## src/rtl/demux_2x16_reg.sv

```systemverilog
// Registered 1-to-4 demultiplexer: a word and a 2-bit key are accepted over valid/ready and parked in one of four single-entry slots.
// Define DEMUX_COUNT_EN to add saturating per-channel delivery counters on out_cnt.
module demux_2x16_reg #(
    parameter int WIDTH = 16,
    parameter int CNT_W = 8
) (
    input  logic               clk,
    input  logic               reset_n,
    input  logic               in_valid,
    output logic               in_ready,
    input  logic [WIDTH-1:0]   in_data,
    input  logic [1:0]         key,
    output logic [3:0]         out_valid,
    input  logic [3:0]         out_ready,
    output logic [4*WIDTH-1:0] out_data
`ifdef DEMUX_COUNT_EN
    ,
    output logic [4*CNT_W-1:0] out_cnt
`endif
);

`ifdef DEMUX_COUNT_EN
    function automatic logic [CNT_W-1:0] sat_inc(input logic [CNT_W-1:0] v);
        return (&v) ? v : v + 1'b1;
    endfunction
`endif

    logic       accept_p0;
    logic [3:0] vld_p1;

    // Stage p0: handshake decode; only the addressed slot can stall the producer
    assign in_ready  = !vld_p1[key] || out_ready[key];
    assign accept_p0 = in_valid && in_ready;
    assign out_valid = vld_p1;

    for (genvar i = 0; i < 4; i++) begin : g_slot
        logic             sel_p0;
        logic             vld_p1_q;
        logic [WIDTH-1:0] data_p1_q;

        assign sel_p0    = accept_p0 && (key == 2'(i));
        assign vld_p1[i] = vld_p1_q;
        assign out_data[i*WIDTH +: WIDTH] = data_p1_q;

        // Stage p1: slot register; a refill in the drain cycle keeps the slot full
        always_ff @(posedge clk or negedge reset_n) begin
            if (!reset_n) begin
                vld_p1_q  <= 1'b0;
                data_p1_q <= '0;
            end else if (sel_p0) begin
                vld_p1_q  <= 1'b1;
                data_p1_q <= in_data;
            end else if (out_ready[i]) begin
                vld_p1_q  <= 1'b0;
            end
        end

`ifdef DEMUX_COUNT_EN
        logic [CNT_W-1:0] cnt_p1_q;

        assign out_cnt[i*CNT_W +: CNT_W] = cnt_p1_q;

        always_ff @(posedge clk or negedge reset_n) begin
            if (!reset_n) begin
                cnt_p1_q <= '0;
            end else if (vld_p1_q && out_ready[i]) begin
                cnt_p1_q <= sat_inc(cnt_p1_q);
            end
        end
`endif
    end

endmodule
```

## config.mk

```make
export PLATFORM = sky130hd
export DESIGN_NAME = demux_2x16_reg
export DESIGN_NICKNAME = d
export VERILOG_FILES = /design/src/rtl/demux_2x16_reg.sv
export SDC_FILE = /design/constraint.sdc
export NUM_CORES = 1
export LEC_CHECK = 0
export CAP_MARGIN = 20
export CORE_MARGIN = 10
export CORE_UTILIZATION = 48
export DETAILED_ROUTE_END_ITERATION = 6
export GPL_TIMING_DRIVEN = 1
export PLACE_DENSITY = 0.84
export SLEW_MARGIN = 20
export SYNTH_ARGS = -nofsm -noshare
export SYNTH_HDL_FRONTEND = slang
export SYNTH_SLANG_ARGS = --single-unit
```

## constraint.sdc

```tcl
create_clock -name clk -period 3.6 [get_ports clk]
set_input_delay 0.54 -clock clk [delete_from_list [all_inputs] [get_ports clk]]
set_output_delay 0.54 -clock clk [all_outputs]
set_load 0.05 [all_outputs]
```

* Yosys cells after proc, flatten, opt, wreduce, memory -nomap -nowiden
Index checks and enable logic that the tools add are counted. Widths: inputs -> output; s select.
Word-level totals: bits in registers 68, input bits 25, logic and storage cells 36
Cells by class: $lt $le $gt $ge 1, equal/unequal tests 3, muxes and demuxes 12, reduce and logical (&&, ||, !) cells 12
Operators by type and width (number):
- $mux 1 | 10
- $reduce_bool 2->1 | 4
- $logic_and 1x1->1 | 5
- $bmux 1 s2 | 2
- $eq 2x2->1 const B | 2
- $lt 2x3->1 const B | 1
- $eq 2x1->1 const B | 1
- $logic_not 2->1 | 1
- $logic_not 1->1 | 1
- $logic_or 1x1->1 | 1

* Depth between registers and ports, before layout
depth in word-level cells 7, gate-level depth with buffers 6

* Worst setup path before layout
OpenSTA, ideal clock, no wires.
path type in2out, start point input port key[1], end point output port in_ready, arrival 1.512 ns, data required time 3.060 ns, setup slack 1.548 ns, cell stages on the path 2, path buffers 1, path through buf_2 > mux4_1
Between the ends: word-level cells in the longest chain between the ends 4, elaborated cells between the ends (all ways) 6, classes of those cells mux: 4; reduce/logical: 2
RTL lines:
- start, declared | RTL line 12 | input logic [1:0] key,
- $bmux 1 s2 | RTL line 32 | assign in_ready = !vld_p1[key] || out_ready[key];
- $mux 1 (not written as such) | RTL line 32
- $logic_not 1->1 | RTL line 32
- $logic_or 1x1->1 (*) | RTL line 32
- end, declared | RTL line 10 | output logic in_ready,
Every way passes the cells marked *; elsewhere a longest branch is shown, timed or not. The select of a mux whose other input is x is not followed.

* Final worst setup path
Ends and elaborated chain as after synthesis.

==> flow_metrics.py <==
metrics = {
    "run_status": {
        "run_status": "complete, no violations",
    },
    "timing": {
        "setup_viol": 0,
        "fmax_ghz": 0.324,
        "worst_pin_slew_ns": 0.774,
        "tns_ns": 0,
        "finalClockSkew_ns": 0.00795,
        "hold_viol": 0,
        "rsz0062_at_grt": "no",
        "hold_ws_ns": 0.277,
        "maxSlewHeadroom_pct": 48.4,
        "period_minus_slack_ns": 3.08,
        "fin_crit_sh_pct": 85.7,
        "slew_viol_final": 0,
    },
    "clock_network": {
        "cts_hold_buf": 0,
        "cts_root_buf": "clkbuf_8",
        "cts_buffers": 9,
        "post_cts_buffers": 0,
        "h-tree-depth": 3,
        "cts.sinks": 68,
        "cts.repair.resized": 0,
        "clk_pin_slew_ns": 0.07,
        "tritoncts": "yes",
        "clockBufferDepth": 2,
        "clk_latency_ns": 0.33,
    },
    "finish": {
        "antenna_cells": 0,
        "drive_gt1_share_pct": 32.7,
        "fillers": 396,
        "fin_area_mm2": 0.00382,
        "area_growth_pct": 41.0,
        "fin_nets": 281,
    },
    "pwr": {
        "total_power_w": 0.00269,
        "ir_worst_vdd_v": 0.000447,
        "p_per_area_mw_per_mm2": 703,
        "cellLeakagePower_nw": 1.63,
    },
    "route": {
        "vias": 1625,
        "drc": 0,
        "ant_nets": 0,
        "post_drt_via_cell_ratio": 4.89,
        "drtIter0Drc": 21,
        "wl_um": 6160,
        "wl_per_cell_um": 18.6,
        "firstDrtPassIters": 4,
    },
    "critical_path": {
        "crit_required_ns": 3.06,
        "startpoint_type": "input pin",
        "reg2reg_from": "g_slot[1].vld_p1_q",
        "reg2reg_setup_slack_ns": 2.07,
        "cp-end-kind": "output port",
        "worst-setup-path-type": "in2out",
        "cp.arrival_ns": 2.54,
        "crit_start": "key[1]",
        "cp_max_fo": 7,
    },
    "grt": {
        "grt_remaining_overflow": 0,
        "grt_pass1_wl_um": 9730,
        "track_usage_pct": 14.2,
        "grt_max_degree": 37,
        "grt_pass1_vias": 1755,
        "antenna_found_initial": 0,
    },
    "synthesis": {
        "synthCells": 160,
        "ys_seq_area_share_pct": 62.8,
        "avgSynthCellArea_um2": 16.9,
        "synth.distinct_cells": 19,
        "ys_ff_latch": 68,
        "syn-cell-area_mm2": 0.00271,
        "synth_fp_nets": 185,
        "ys_warn_count": 0,
    },
    "floorplan": {
        "core-area_mm2": 0.00551,
        "io_pins": 94,
        "start_util_pct": 49.2,
        "rows": 27,
        "die_h_um": 95.2,
        "die_area_mm2": 0.00905,
        "die_w_um": 95.2,
    },
    "place": {
        "hpwlAfterDp_um": 4570,
        "io_buffers": 93,
        "postPlaceCellArea_mm2": 0.00365,
        "gp_congestion": 0.710,
    },
    "flow_run": {
        "maxCapViolations": 0,
    },
    "hold_path": {
        "min_path_type": "in2async",
    },
}
## routing by layer
layer / up-vias / track usage, % / wire (µm)
li1: 758 / - / -
met1: 811 / 15.6 / 2370
met2: 50 / 23.6 / 3240
met3: 6 / 5.73 / 479
met4: 0 / 6.36 / 78
met5: - / 0 / 0
## synth_stat cells
cell type	count	area, µm²
buf_2	3	15.0
buf_4	4	30.0
nor2b_4	1	13.8
buf_12	1	20.0
mux4_1	1	26.3
and3_4	1	11.3
buf_6	3	33.8
mux2_2	52	586
nor3b_4	1	18.8
mux2_4	10	150
o21ai_0	1	5.00
nand3_1	1	5.00
nand2b_1	4	25.0
dfrtp_1	68	1700
nor2b_1	1	6.26
mux2_1	2	22.5
nand2_2	1	6.26
nand2_1	4	15.0
nand3b_4	1	20.0
## registers in the layout, indices dropped and copies added, names as in the netlist
signal	count
g_slot.data_p1_q	64
g_slot.vld_p1_q	4
## critical path, cell delays in order
cell and delay [ns]:
clkdlybuf4s50_1 0.67, mux4_1 0.61, clkdlybuf4s50_1 0.72
## through the flow
step / std cells / utilization (%) / setup slack [ns]
floorplan: 160 / - / 1.55
global placement: 317 / 66.3 / 0.585
detailed placement: 317 / 66.3 / 0.495
CTS: 332 / 69.4 / 0.506
global route: 332 / 69.4 / 0.468
finish: 332 / 69.4 / 0.515
## cells by family after synthesis
kind of cell	Yosys count	synth area share, %
AO/OA/AOI/OAI	1	0.184
multiplexers	65	28.9
AND/OR/NAND/NOR	15	4.48
flip-flops	68	62.8
buffers and inverters	11	3.65
## power breakdown
part / internal (W) / leakage [nW] / total [W] / switching [W]
combinational: 0.000416 / 0.726 / 0.00114 / 0.000725
clock: 0.000282 / 0.0893 / 0.000546 / 0.000263
sequential: 0.000920 / 0.810 / 0.00100 / 0.0000807
## final cells by class
cell class	instances	area (µm²)	area share, %
clock buffer	13	159	4.16
clock inverter	2	10.0	0.262
multi-input combinational	81	913	23.9
sequential	68	1700	44.5
tap	72	90.1	2.36
timing repair buffer	96	948	24.8
## worst paths after layout
kind / depth (start not counted) / to
max in group asynchronous: 2 / g_slot[2].data_p1_q[11]
min in group clk: 1 / g_slot[2].data_p1_q[11]
hold / removal: 1 / g_slot[2].data_p1_q[15]
setup reg to reg: 4 / g_slot[1].data_p1_q[14]
hold reg to reg: 1 / g_slot[2].data_p1_q[11]
setup / recovery: 3 / in_ready
## cells in the final DEF (no fill, tap or decap)
master | synthesis | layout
nor2b_2 | 0 | 1
nand3_1 | 1 | 1
mux2_4 | 10 | 10
nand2_2 | 1 | 1
nor2b_4 | 1 | 1
buf_4 | 4 | 3
nand3b_4 | 1 | 1
nand2_1 | 4 | 4
clkinv_2 | 0 | 2
buf_2 | 3 | 1
clkbuf_1 | 0 | 2
clkdlybuf4s50_1 | 0 | 92
o21ai_0 | 1 | 1
mux2_1 | 2 | 2
clkbuf_8 | 0 | 11
nor3b_4 | 1 | 1
and3_4 | 1 | 1
dfrtp_1 | 68 | 68
nand2b_1 | 4 | 4
mux2_2 | 52 | 52
mux4_1 | 1 | 1
Note: power is estimated with default switching activity, not from simulation.
